File: src/rtl/svm_seq_ctrl_if.sv
// Handshake, ROM and result bus of the SVM sequencing controller.
// The master modport is the controller side; the slave modport is the surrounding datapath.
interface svm_seq_ctrl_if #(
  parameter int DATA_W = 8,
  parameter int ACC_W  = 24,
  parameter int ADDR_W = 6,
  parameter int SIDX_W = 3
);
  logic                     start;
  logic                     busy;
  logic                     done;
  logic                     rom_en;
  logic [ADDR_W-1:0]        rom_addr_w;
  logic [ADDR_W-1:0]        rom_addr_x;
  logic signed [DATA_W-1:0] w_data;
  logic signed [DATA_W-1:0] x_data;
  logic signed [ACC_W-1:0]  bias;
  logic signed [ACC_W-1:0]  score;
  logic                     class_out;
  logic                     class_valid;
  logic [SIDX_W-1:0]        sample_idx;

  modport master (
    input  start, w_data, x_data, bias,
    output busy, done, rom_en, rom_addr_w, rom_addr_x,
           score, class_out, class_valid, sample_idx
  );

  modport slave (
    output start, w_data, x_data, bias,
    input  busy, done, rom_en, rom_addr_w, rom_addr_x,
           score, class_out, class_valid, sample_idx
  );
endinterface

File: src/rtl/svm_seq_ctrl.sv
// Linear SVM sequencing controller: per sample, fetch features, MAC, add bias, emit class.
// Define SVM_SAT_EN to saturate the accumulate and bias add instead of wrapping.
module svm_seq_ctrl #(
  parameter int N_FEAT    = 8,
  parameter int N_SAMPLES = 4,
  parameter int DATA_W    = 8,
  parameter int ACC_W     = 24,
  parameter int ADDR_W    = 6
) (
  input logic            clk,
  input logic            rst,
  svm_seq_ctrl_if.master bus
);
  localparam int SIDX_W = $clog2(N_SAMPLES) + 1;
  localparam int FIDX_W = $clog2(N_FEAT) + 1;

  localparam logic [2:0] S_IDLE   = 3'd0;
  localparam logic [2:0] S_CLEAR  = 3'd1;
  localparam logic [2:0] S_FETCH  = 3'd2;
  localparam logic [2:0] S_DRAIN  = 3'd3;
  localparam logic [2:0] S_DECIDE = 3'd4;
  localparam logic [2:0] S_NEXT   = 3'd5;
  localparam logic [2:0] S_DONE   = 3'd6;

  localparam logic [FIDX_W-1:0] FEAT_LAST = FIDX_W'(N_FEAT - 1);
  localparam logic [SIDX_W-1:0] SAMP_LAST = SIDX_W'(N_SAMPLES - 1);
  localparam logic signed [ACC_W-1:0] ACC_MAX = {1'b0, {(ACC_W-1){1'b1}}};
  localparam logic signed [ACC_W-1:0] ACC_MIN = {1'b1, {(ACC_W-1){1'b0}}};

  // One guard bit detects signed overflow of the ACC_W-bit sum.
  function automatic logic signed [ACC_W-1:0] acc_add(
    input logic signed [ACC_W-1:0] a,
    input logic signed [ACC_W-1:0] b
  );
    logic [ACC_W:0] sum;
    sum = {a[ACC_W-1], a} + {b[ACC_W-1], b};
`ifdef SVM_SAT_EN
    if (sum[ACC_W] != sum[ACC_W-1]) begin
      return sum[ACC_W] ? ACC_MIN : ACC_MAX;
    end else begin
      return sum[ACC_W-1:0];
    end
`else
    return sum[ACC_W-1:0];
`endif
  endfunction

  logic [2:0]                state_r, state_nxt_s;
  logic [SIDX_W-1:0]         samp_cnt_r;
  logic [FIDX_W-1:0]         feat_cnt_r;
  logic                      dv_r;
  logic signed [ACC_W-1:0]   acc_r;
  logic                      busy_r, done_r, rom_en_r, cv_r, class_r;
  logic [ADDR_W-1:0]         addr_w_r, addr_x_r;
  logic signed [ACC_W-1:0]   score_r, score_nxt_s;
  logic [SIDX_W-1:0]         sidx_r;
  logic signed [2*DATA_W-1:0] prod_s;
  logic signed [ACC_W-1:0]   prod_ext_s;

  assign prod_s      = bus.w_data * bus.x_data;
  assign prod_ext_s  = ACC_W'(prod_s);
  assign score_nxt_s = acc_add(acc_r, bus.bias);

  // Next-state decode of the sequencing FSM.
  always_comb begin
    state_nxt_s = state_r;
    case (state_r)
      S_IDLE:   state_nxt_s = bus.start ? S_CLEAR : S_IDLE;
      S_CLEAR:  state_nxt_s = S_FETCH;
      S_FETCH:  state_nxt_s = (feat_cnt_r == FEAT_LAST) ? S_DRAIN : S_FETCH;
      S_DRAIN:  state_nxt_s = S_DECIDE;
      S_DECIDE: state_nxt_s = S_NEXT;
      S_NEXT:   state_nxt_s = (samp_cnt_r == SAMP_LAST) ? S_DONE : S_CLEAR;
      S_DONE:   state_nxt_s = S_IDLE;
      default:  state_nxt_s = S_IDLE;
    endcase
  end

  // State, counters, ROM strobe/addresses and status flags.
  always_ff @(posedge clk or posedge rst) begin
    if (rst) begin
      state_r    <= S_IDLE;
      samp_cnt_r <= {SIDX_W{1'b0}};
      feat_cnt_r <= {FIDX_W{1'b0}};
      dv_r       <= 1'b0;
      busy_r     <= 1'b0;
      done_r     <= 1'b0;
      cv_r       <= 1'b0;
      rom_en_r   <= 1'b0;
      addr_w_r   <= {ADDR_W{1'b0}};
      addr_x_r   <= {ADDR_W{1'b0}};
    end else begin
      state_r <= state_nxt_s;
      busy_r  <= (state_nxt_s != S_IDLE);
      done_r  <= (state_nxt_s == S_DONE);
      cv_r    <= (state_r == S_DECIDE);
      dv_r    <= rom_en_r;
      case (state_r)
        S_IDLE: begin
          if (bus.start) begin
            samp_cnt_r <= {SIDX_W{1'b0}};
          end
        end
        S_CLEAR: begin
          feat_cnt_r <= {FIDX_W{1'b0}};
          rom_en_r   <= 1'b1;
          addr_w_r   <= {ADDR_W{1'b0}};
          addr_x_r   <= ADDR_W'(int'(samp_cnt_r) * N_FEAT);
        end
        S_FETCH: begin
          feat_cnt_r <= feat_cnt_r + {{(FIDX_W-1){1'b0}}, 1'b1};
          // Addresses return to zero together with the strobe.
          if (feat_cnt_r == FEAT_LAST) begin
            rom_en_r <= 1'b0;
            addr_w_r <= {ADDR_W{1'b0}};
            addr_x_r <= {ADDR_W{1'b0}};
          end else begin
            addr_w_r <= ADDR_W'(feat_cnt_r) + {{(ADDR_W-1){1'b0}}, 1'b1};
            addr_x_r <= addr_x_r + {{(ADDR_W-1){1'b0}}, 1'b1};
          end
        end
        S_NEXT: begin
          if (samp_cnt_r != SAMP_LAST) begin
            samp_cnt_r <= samp_cnt_r + {{(SIDX_W-1){1'b0}}, 1'b1};
          end
        end
        default: begin
        end
      endcase
    end
  end

  // Accumulator: cleared per sample, adds each product the cycle after its fetch.
  always_ff @(posedge clk or posedge rst) begin
    if (rst) begin
      acc_r <= {ACC_W{1'b0}};
    end else if (state_r == S_CLEAR) begin
      acc_r <= {ACC_W{1'b0}};
    end else if (dv_r) begin
      acc_r <= acc_add(acc_r, prod_ext_s);
    end
  end

  // Result registers, held until the next decision.
  always_ff @(posedge clk or posedge rst) begin
    if (rst) begin
      score_r <= {ACC_W{1'b0}};
      class_r <= 1'b0;
      sidx_r  <= {SIDX_W{1'b0}};
    end else if (state_r == S_DECIDE) begin
      score_r <= score_nxt_s;
      class_r <= ~score_nxt_s[ACC_W-1];
      sidx_r  <= samp_cnt_r;
    end
  end

  assign bus.busy        = busy_r;
  assign bus.done        = done_r;
  assign bus.rom_en      = rom_en_r;
  assign bus.rom_addr_w  = addr_w_r;
  assign bus.rom_addr_x  = addr_x_r;
  assign bus.score       = score_r;
  assign bus.class_out   = class_r;
  assign bus.class_valid = cv_r;
  assign bus.sample_idx  = sidx_r;
endmodule
File: src/flat_wrapper.sv
// flat-port wrapper written by rule: the top's interface ports become plain ports
module svm_seq_ctrl_flat 
#(
  parameter int N_FEAT    = 8,
  parameter int N_SAMPLES = 4,
  parameter int DATA_W    = 8,
  parameter int ACC_W     = 24,
  parameter int ADDR_W    = 6
)
  (clk, rst, bus_start, bus_w_data, bus_x_data, bus_bias, bus_busy, bus_done, bus_rom_en, bus_rom_addr_w, bus_rom_addr_x, bus_score, bus_class_out, bus_class_valid, bus_sample_idx);
  svm_seq_ctrl_if #(.DATA_W(DATA_W), .ACC_W(ACC_W), .ADDR_W(ADDR_W)) bus_i ();
  input logic clk;
  input logic rst;
  input wire logic [$bits(bus_i.start)-1:0] bus_start;
  input wire logic [$bits(bus_i.w_data)-1:0] bus_w_data;
  input wire logic [$bits(bus_i.x_data)-1:0] bus_x_data;
  input wire logic [$bits(bus_i.bias)-1:0] bus_bias;
  output wire logic [$bits(bus_i.busy)-1:0] bus_busy;
  output wire logic [$bits(bus_i.done)-1:0] bus_done;
  output wire logic [$bits(bus_i.rom_en)-1:0] bus_rom_en;
  output wire logic [$bits(bus_i.rom_addr_w)-1:0] bus_rom_addr_w;
  output wire logic [$bits(bus_i.rom_addr_x)-1:0] bus_rom_addr_x;
  output wire logic [$bits(bus_i.score)-1:0] bus_score;
  output wire logic [$bits(bus_i.class_out)-1:0] bus_class_out;
  output wire logic [$bits(bus_i.class_valid)-1:0] bus_class_valid;
  output wire logic [$bits(bus_i.sample_idx)-1:0] bus_sample_idx;
  assign bus_i.start = bus_start;
  assign bus_i.w_data = bus_w_data;
  assign bus_i.x_data = bus_x_data;
  assign bus_i.bias = bus_bias;
  assign bus_busy = bus_i.busy;
  assign bus_done = bus_i.done;
  assign bus_rom_en = bus_i.rom_en;
  assign bus_rom_addr_w = bus_i.rom_addr_w;
  assign bus_rom_addr_x = bus_i.rom_addr_x;
  assign bus_score = bus_i.score;
  assign bus_class_out = bus_i.class_out;
  assign bus_class_valid = bus_i.class_valid;
  assign bus_sample_idx = bus_i.sample_idx;
  svm_seq_ctrl #(.N_FEAT(N_FEAT), .N_SAMPLES(N_SAMPLES), .DATA_W(DATA_W), .ACC_W(ACC_W), .ADDR_W(ADDR_W)) u_core (.clk(clk), .rst(rst), .bus(bus_i));
endmodule
File: config.mk
export PLATFORM = sky130hd
export DESIGN_NAME = svm_seq_ctrl_flat
export DESIGN_NICKNAME = d
export VERILOG_FILES = /design/src/rtl/svm_seq_ctrl_if.sv /design/src/rtl/svm_seq_ctrl.sv /design/src/flat_wrapper.sv
export SDC_FILE = /design/constraint.sdc
export NUM_CORES = 1
export LEC_CHECK = 0
export ABC_AREA = 0
export CORE_MARGIN = 5
export CORE_UTILIZATION = 48
export DETAILED_ROUTE_END_ITERATION = 10
export MAX_ROUTING_LAYER = met4
export PLACE_DENSITY = 0.69
export SLEW_MARGIN = 20
export SYNTH_ARGS = -nofsm -noshare
export SYNTH_HDL_FRONTEND = slang
export SYNTH_SLANG_ARGS = --single-unit
File: constraint.sdc
create_clock -name clk -period 5.5 [get_ports clk]
set_input_delay 1.375 -clock clk [delete_from_list [all_inputs] [get_ports clk]]
set_output_delay 1.375 -clock clk [all_outputs]
set_load 0.01 [all_outputs]
== Yosys cells after proc, flatten, opt, wreduce, memory -nomap -nowiden ==
Cells that the tools add are included.

* Flip-flop bits (word level): 79
* Bits in latches: 0
* RAM bits: 0
* Bits in read-only memories: 0
* Output and inout port bits: 44
* Word-level logic and storage cells: 57
* Memories kept: 0

* Add/sub/neg operators: 6
* Multipliers: 1
* Divide/modulo/power cells: 0
* Magnitude comparators: 0
* Eq/ne operators: 12
* Shift-type cells: 0
* Multiplexer cells: 16
* Bitwise logic cells: 1
* Reduce and logical (&&, ||, !) cells: 7

{| class="wikitable"
|+ Operator list
! operator !! number
|-
| two-way mux 24 bit || 2
|-
| adder 24 x 16 -> 24 bit || 1
|-
| adder 24 bit || 1
|-
| case mux 6 bit (2 select lines) || 2
|-
| case mux 3 bit (6 select lines) || 1
|-
| multiplier 8 x 8 -> 16 bit || 1
|-
| two-way mux 6 bit || 2
|-
| == test 3 x 2 -> 1 bit (second input constant) || 3
|-
| == test 3 bit (second input constant) || 3
|-
| two-way mux 3 bit || 3
|-
| case mux 4 bit (2 select lines) || 1
|-
| adder 6 x 1 -> 6 bit (second input constant) || 1
|-
| case mux 3 bit (2 select lines) || 1
|-
| nonzero test 2 bit || 3
|-
| adder 4 x 1 -> 5 bit (second input constant) || 1
|-
| adder 4 x 1 -> 4 bit (second input constant) || 1
|-
| == test 4 x 3 -> 1 bit (second input constant) || 1
|-
| inequality test 2 x 1 -> 1 bit (second input constant) || 2
|-
| adder 3 x 1 -> 3 bit (second input constant) || 1
|-
| == test 3 x 1 -> 1 bit (second input constant) || 1
|-
| logical NOT 3 bit || 1
|-
| two-way mux 1 bit || 3
|-
| inequality test 3 x 2 -> 1 bit (second input constant) || 1
|-
| AND reduction 3 bit || 1
|-
| other kinds (5) || 5
|}

== Logic depth before layout (Yosys ltp) ==
Gate-level depths: netlist (run 1).

* Word-level depth: 4
* Gate-level depth with buffers: 22
* Gate-level depth less buffers: 21

== Worst setup path before layout (run 1) ==
Ideal clock, no wire load.

* Path kind: input port to flip-flop
* Start point: in bus_x_data[1]
* End point: reg u_core.acc_r[23]
* Setup time: 0.141 ns
* Arrival time: 6.731 ns
* Required time: 5.359 ns
* Setup slack: -1.372 ns
* Cell stages on the path: 19
* Path through: clkbuf_1 > and2_1 > fa_1 > inv_1 > fa_1 > inv_1 > fa_1 > fa_1 > ha_1 > ha_1 > a21o_1 > a21o_1 > a21o_1 > nor3_4 > o21ai_2 > a2111o_1 > a31oi_1 > xnor2_1 > a21oi_1

* Word-level cells in the longest chain between the ends: 4

{| class="wikitable"
|+ Ends and longest elaborated chain
! item !! line !! RTL
|-
| start, declared || flat_wrapper.sv:16 || <nowiki>input wire logic [$bits(bus_i.x_data)-1:0] bus_x_data;</nowiki>
|-
| multiplier 8 x 8 -> 16 bit || svm_seq_ctrl.sv:60 || <nowiki>assign prod_s = bus.w_data * bus.x_data;</nowiki>
|-
| adder 24 x 16 -> 24 bit || svm_seq_ctrl.sv:36 || <nowiki>sum = {a[ACC_W-1], a} + {b[ACC_W-1], b};</nowiki>
|-
| two-way mux 24 bit || svm_seq_ctrl.sv:139 || <nowiki>end else if (dv_r) begin</nowiki>
|-
| two-way mux 24 bit || svm_seq_ctrl.sv:137 || <nowiki>end else if (state_r == S_CLEAR) begin</nowiki>
|-
| end signal, assigned || svm_seq_ctrl.sv:136 || <nowiki>acc_r <= {ACC_W{1'b0}};</nowiki>
|-
| end signal, assigned || svm_seq_ctrl.sv:138 || <nowiki>acc_r <= {ACC_W{1'b0}};</nowiki>
|-
| end signal, assigned || svm_seq_ctrl.sv:140 || <nowiki>acc_r <= acc_add(acc_r, prod_ext_s);</nowiki>
|-
| end, declared || svm_seq_ctrl.sv:52 || <nowiki>logic signed [ACC_W-1:0] acc_r;</nowiki>
|}

Every way passes these cells. The select of a mux whose other input is x is not followed.
A chain may end at the register's enable or synchronous reset.

== Worst setup path after layout (run 1) ==
* Start point: in bus_x_data[4]
* End point: reg u_core.acc_r[23]

The elaborated chain is that of the path after synthesis.

==> reports/results.txt, run 1 <==
outcome = finished, violations left
failing checks = setup timing
GRT Overall Usage = 20.4%
row cnt = 47
Gate power share = 73.5%
die height = 141 um
post-route ant nets = 0
fin cells = 1,243
worst path cell trace = buf_8 > buf_6 > and2_4 > fa_2 > buf_4 > buf_6 > fa_1 > fa_1 > fa_2 > ha_4 > ha_4 > a21o_1 > a21o_1 > a21o_1 > nor3_4 > o21ai_2 > a2111o_1 > a31oi_2 > xnor2_1 > a21oi_1
Post-synth EDFFs = 0
Seq/Total Area, Yosys = 23.8%
number of buffers and inverters on the critical path = 4
CTS clock-pin slew for the worst setup and hold paths = 0.06 ns
number of global-route vias before repair = 6,811
Area growth syn-to-layout = 31.5%
Slew Limit Headroom = 38.2%
RSZ-0062 raised after global routing = true
Async SR Flop Fraction = 100%
Crit. Startpoint = bus_x_data[4]
Critical R2R Launch = u_core.acc_r[6]
fmax = 174 MHz
max incr delay on CP = 0.57 ns
CTS tree = built
Synth Cell Area = 8200 um^2
CP Launch Type = input port
Inst Count DP = 1,210
TritonCTS Buffers = 9
Clock power frac = 11.6%
drt total wl = 18,500 um
P_leak = 5.19 nW
WHS = 0.458 ns
Top FF cell, synth = dfrtp_1
Root Buffer = clkbuf_16
Ports = 87
Yosys reg bits = 78
Final min period = 5.76 ns
sum of negative setup slack = -1.01 ns
clock sink count = 78
area post-placement = 10,100 um^2
Die Area = 19,800 um^2
sw frac = 40.3%
most used cell, CP = a21o_1
most area-consuming cells after synthesis = fa_1 26%, dfrtp_1 24%, ha_1 12%
setup slack after layout = -0.263 ns
first-pass GRT wire length = 32,300 um
Synthesized Nets = 1,073
min-delay worst type = reg -> reg
insertion delay to the later sink of the worst-skew pair = 0.34 ns
Starting Density = 49.3%
Critical Path Sink Type = flip-flop
sequential power share = 14.9%
ratio of cells with drive above 1 in the final layout = 20.6%
CTS Buffer Depth = 2
net switching power = 0.00196 W
DR pass1 iterations = 4
Max Cap Viol = 0
Final Core Density = 64.8%
final instance area = 10,800 um^2
hold_sp = u_core.bus.rom_en
worst endpoint data arrival time = 5.98 ns
Setup CP Type = in -> reg
placer congestion estimate = 0.833
fill cell count = 1,379
final max-slew violation count = 0
Vias = 6,427
initial antenna violation count = 0
total grt overflow = 0
ANT cells = 0
setup violators final = 8
Remaining DRCs = 0
critical path data required time = 5.71 ns
YS warnings = 0
Slew @ Worst Pin = 0.923 ns
Vias per Instance = 5.17
dpl hpwl = 15,100 um
nets@finish = 1,247
Period Utilization, post-route = 105%
crit-path leading delay family = adder cells
Syn Inst Count = 844
Port Buffer Count = 85
largest net degree at the start of global routing = 55
Hold Buf Count CTS = 0
Final Skew = 0.00761 ns
mean routed wirelength per cell = 14.9 um
Max VDD drop = 0.000576 V
cell internal pwr = 0.00291 W
mean post-synth cell area = 9.71 um^2
Iteration-0 DRC Markers = 311
Die W = 141 um
CP max stage cell = fa_2
top-area cell type share of the netlist area = 25.6%
Cell variety after synth = 50
worst-path maximum fanout = 5
core footprint = 16,600 um^2
pwr dens = 452 nW/um^2
final hold vios = 0
Synth area leader = fa_1
CTS H-tree lvls = 3
## placed cells by master (no fill, tap or decap), drive strengths merged, types with 6 or more instances in the layout
cell | netlist | layout
inv | 112 | 113
buf | 2 | 108
fa | 105 | 105
nand2 | 88 | 88
ha | 81 | 81
dfrtp | 78 | 78
clkdlybuf4s50 | 0 | 69
o21ai | 57 | 57
nor2 | 51 | 51
and2 | 38 | 38
a21oi | 34 | 34
xnor2 | 32 | 32
mux2i | 20 | 20
a21o | 15 | 15
xor2 | 14 | 14
nand3 | 13 | 13
clkbuf | 14 | 10
a31oi | 9 | 9
nor3 | 8 | 8
o21bai | 6 | 6
o211ai | 6 | 6
or3 | 6 | 6
a211oi | 6 | 6
nand2b | 6 | 6
## cells by family after synthesis
kind of cell,after synthesis,synth area share [%]
compound gates,154,11.5
xor+xnor,46,4.91
fa+ha+maj,186,38.0
buf+inv,129,5.95
flops,78,23.8
mux,20,2.44
other cells,1,0.0457
simple gates,230,13.4
## Yosys cell counts (2+ instances only)
master     count
a211oi_1       6
a21o_1        15
a21oi_1       34
a22o_1         3
a31oi_1        9
and2_1        38
and3_1         2
and4_1         2
clkbuf_1      14
dfrtp_1       78
fa_1         105
ha_1          81
inv_1        111
mux2i_1       20
nand2_1       88
nand2b_1       6
nand3_1       13
nand3b_1       3
nand4_1        2
nor2_1        51
nor2b_1        5
nor3_1         7
nor3b_1        2
o2111ai_1      3
o211ai_1       6
o21a_1         4
o21ai_0       56
o21bai_1       6
o311ai_0       2
o31ai_1        3
or3_1          6
xnor2_1       32
xor2_1        14
## worst paths after layout
| kind | to | slack [ns] | cells past startpoint |
|---|---|---|---|
| max | u_core.acc_r[23] | -0.26 | 20 |
| min | u_core.dv_r | 0.46 | 0 |
| max reg2reg | u_core.acc_r[23] | 0.61 | 19 |
| min reg2reg | u_core.dv_r | 0.46 | 0 |
| max in group asynchronous | u_core.acc_r[12] | 3.11 | 3 |
| min in group asynchronous | u_core.bus.score[0] | 1.51 | 2 |
## power by group through the flow
stage	logic, W	clock network, W	registers (W)
after floorplan	0.00207	0	0.000770
after global placement	0.00314	0	0.000735
after detailed placement	0.00320	0	0.000735
after CTS	0.00348	0.000577	0.000726
after global routing	0.00398	0.000605	0.000737
final	0.00358	0.000565	0.000723
## worst reg2reg max path: stages, from the launching register on
cell	delay [ns]
dfrtp_1	0.37
inv_1	0.09
fa_1	0.53
inv_1	0.05
fa_1	0.51
inv_1	0.05
fa_1	0.47
inv_1	0.06
fa_2	0.38
fa_1	0.51
ha_4	0.21
and4_1	0.18
a21oi_2	0.20
a31oi_4	0.12
nor3_4	0.19
o21ai_2	0.10
a2111o_1	0.38
a31oi_2	0.15
xnor2_1	0.13
a21oi_1	0.08
## layer usage
metal | GRT usage [%] | routed length (um)
met3 | 2.91 | 496
met1 | 26.1 | 8050
met2 | 34.6 | 9610
met5 | - | 0
met4 | 4.84 | 359
## timing repair
item | 4_1_cts | 5_1_grt
pin swaps | 75 | 48
setup endpoints to repair | 15 | 13
gates resized for setup | 127 | 32
buffers inserted | 16 | 5
## final cells by class
type	count	area (um^2)	share of cell area, %
multi-input combinational	637	6220	57.7
sequential	78	1950	18.1
timing repair buffer	179	1610	15.0
inverter	113	438	4.06
tap	220	275	2.55
clock buffer	9	225	2.09
clock inverter	7	57.6	0.534
## flip-flops by register name (all words and copies together) (netlist names)
register and cells:
u_core.acc_r 24, u_core.bus.busy 1, u_core.bus.class_out 1, u_core.bus.class_valid 1, u_core.bus.done 1, u_core.bus.rom_addr_w 5, u_core.bus.rom_addr_x 6, u_core.bus.rom_en 1
u_core.bus.sample_idx 3, u_core.bus.score 24, u_core.dv_r 1, u_core.feat_cnt_r 4, u_core.samp_cnt_r 3, u_core.state_r 3
## through the flow
step	total power (W)	setup WS, ns
6_report	0.00487	-0.263
5_1_grt	0.00532	-0.399
4_1_cts	0.00478	-0.340
3_5_place_dp	0.00393	-1.19
3_3_place_gp	0.00388	-1.07
2_1_floorplan	0.00283	-0.400
(Power assumes the default switching activity.)
==> run 2, diff against run 1 <==
--- a/config.mk
+++ b/config.mk
@@ -6,11 +6,13 @@
 export NUM_CORES = 1
 export LEC_CHECK = 0
 export ABC_AREA = 0
+export CELL_PAD_IN_SITES_DETAIL_PLACEMENT = 1
+export CELL_PAD_IN_SITES_GLOBAL_PLACEMENT = 1
 export CORE_MARGIN = 5
-export CORE_UTILIZATION = 48
+export CORE_UTILIZATION = 46
 export DETAILED_ROUTE_END_ITERATION = 10
 export MAX_ROUTING_LAYER = met4
-export PLACE_DENSITY = 0.69
+export PLACE_DENSITY_LB_ADDON = 0.1
 export SLEW_MARGIN = 20
 export SYNTH_ARGS = -nofsm -noshare
 export SYNTH_HDL_FRONTEND = slang
==> run 2 against run 1 <==
Against the previous run: the run still ends with setup timing left; clock-buffer cell count is 2 higher; critical path depth did not move; core utilization down 2.1 points; setup slack lost 0.26 ns; worst hold slack worse by 0.0036 ns; sequential power increased by 0.6%; die area up 4.0%; final cell count up 0.72%; combinational power is 8.9% higher; highest routed layer unchanged.
==> reports/results.txt, run 2 (synthesis gave the netlist of run 1 again) <==
outcome = finished, violations left
failing checks = setup timing
Root Buffer = clkbuf_16
worst endpoint data arrival time = 6.23 ns
dpl hpwl = 19,400 um
sequential power share = 14.0%
TritonCTS Buffers = 9
Starting Density = 47.1%
Die W = 144 um
most frequent cells in the layout = 103 x inv_1, 95 x fa_1, 86 x buf_4, 81 x nand2_1, 78 x dfrtp_1
Crit. Startpoint = bus_x_data[3]
CP Launch Type = input port
FF-to-FF path depth = 20
Vias = 6,918
Period Utilization, post-route = 109%
Gate power share = 75.1%
Worst R2R Setup Slack = 0.39 ns
hold_sp = u_core.bus.rom_en
fmax = 166 MHz
fin cells = 1,252
number of buffers and inverters on the critical path = 4
commonest non-fill, non-tap cell in the layout = inv_1
post-route ant nets = 0
hold endpoint = u_core.dv_r
Final Skew = 0.00781 ns
pwr dens = 476 nW/um^2
core footprint = 17,400 um^2
mean routed wirelength per cell = 21.5 um
net switching power = 0.00219 W
Critical R2R Launch = u_core.acc_r[6]
Ports = 87
insertion delay to the later sink of the worst-skew pair = 0.34 ns
Vias per Instance = 5.53
row cnt = 48
GRT Overall Usage = 26.1%
Setup CP Type = in -> reg
worst path cell trace = buf_4 > nand2_2 > inv_1 > fa_1 > inv_2 > fa_1 > inv_1 > fa_1 > fa_1 > ha_4 > ha_4 > and4_1 > a21oi_4 > a31oi_4 > nor3_4 > o21ai_2 > a2111o_1 > a31oi_2 > xnor2_1 > a21oi_1
clock sink count = 78
WHS = 0.454 ns
first-pass GRT wire length = 40,800 um
P_leak = 5.22 nW
final max-slew violation count = 0
Port Buffer Count = 85
Die Area = 20,600 um^2
worst-path maximum fanout = 8
placer congestion estimate = 0.855
Remaining DRCs = 0
CTS clock-pin slew for the worst setup and hold paths = 0.06 ns
CTS Buffer Depth = 2
Crit path depth = 20
CTS H-tree lvls = 3
min-delay worst type = reg -> reg
Total Power = 0.00519 W
max incr delay on CP = 0.61 ns
Area growth syn-to-layout = 33.1%
Inst Count DP = 1,211
initial antenna violation count = 0
drt total wl = 26,900 um
hold path depth = 0
Max VDD drop = 0.000486 V
CP max stage cell = fa_1
Iteration-0 DRC Markers = 290
die height = 144 um
Worst R2R End = u_core.acc_r[23]
ANT cells = 0
sw frac = 42.1%
Clock power frac = 10.9%
nets@finish = 1,251
Critical Path Sink Type = flip-flop
setup slack after layout = -0.520 ns
setup violators final = 14
Final min period = 6.02 ns
Slew @ Worst Pin = 1.03 ns
Max Cap Viol = 0
final hold vios = 0
number of global-route vias before repair = 7,866
cell internal pwr = 0.00301 W
ratio of cells with drive above 1 in the final layout = 21.3%
crit-path leading delay family = adder cells
largest net degree at the start of global routing = 51
DR pass1 iterations = 4
critical path data required time = 5.71 ns
most used cell, CP = fa_1
total grt overflow = 0
RSZ-0062 raised after global routing = true
Slew Limit Headroom = 31.2%
CTS tree = built
[run 2: cell types whose count changed in the layout (fill, tap and decap cells not counted), moves of 2 or more]
cell and delta:
buf_4 +5, ha_4 +5, buf_2 -4, ha_1 -4, and2_1 +3, and2_4 -3, nand2_1 -3, nand2_2 +3
clkinv_4 -2, fa_1 +2, fa_2 -2
[run 2: final cells by class]
cell class                 instances  area, um^2
inverter                         113         434
timing repair buffer             183        1660
fill                            1895        6500
clock buffer                      11         243
sequential                        78        1950
multi-input combinational        637        6310
tap                              225         282
clock inverter                     5        33.8
[run 2: worst max path at each step]
stage | slack, ns | to
after floorplan | -0.40 | u_core.acc_r[23]
after global placement | -1.14 | u_core.acc_r[23]
after detailed placement | -1.39 | u_core.acc_r[22]
after CTS | -0.51 | u_core.acc_r[23]
after global routing | -0.67 | u_core.acc_r[23]
final | -0.52 | u_core.acc_r[23]
[run 2: timing repair]
action	in CTS	in global routing
cloned	0	0
hold buffers	0	0
hold endpoints to repair	0	0
endpoints found under the setup margin	16	14
pin swaps	68	55
buffers inserted	23	6
gates resized for setup	117	58
[run 2: power by group through the flow]
stage                     registers (W)  clock network, W  logic, W
final                          0.000727          0.000565   0.00390
after global routing           0.000737          0.000599   0.00424
after CTS                      0.000730          0.000574   0.00358
after detailed placement       0.000739                 0   0.00331
after global placement         0.000734                 0   0.00313
after floorplan                0.000770                 0   0.00207
[run 2: layer usage]
metal	vias up	part of all wire (%)	routed length (um)	global-route usage [%]
li1	3134	-	-	-
met1	3554	38	10100	29.4
met2	167	55	14800	47.8
met3	63	3.9	1060	4.79
met4	0	3.5	941	6.64
met5	-	0	0	-
[run 2: stage by stage]
stage | TNS (ns) | cell area [um^2] | setup WS, ns | utilization [%]
3_5_place_dp | -16.70 | 10100 | -1.39 | 57.8
3_3_place_gp | -13.34 | 10100 | -1.14 | 57.8
5_1_grt | -5.73 | 10900 | -0.672 | 62.7
6_report | -4.16 | 10900 | -0.520 | 62.7
4_1_cts | -2.90 | 10700 | -0.511 | 61.2
2_1_floorplan | -2.69 | 8430 | -0.400 | -
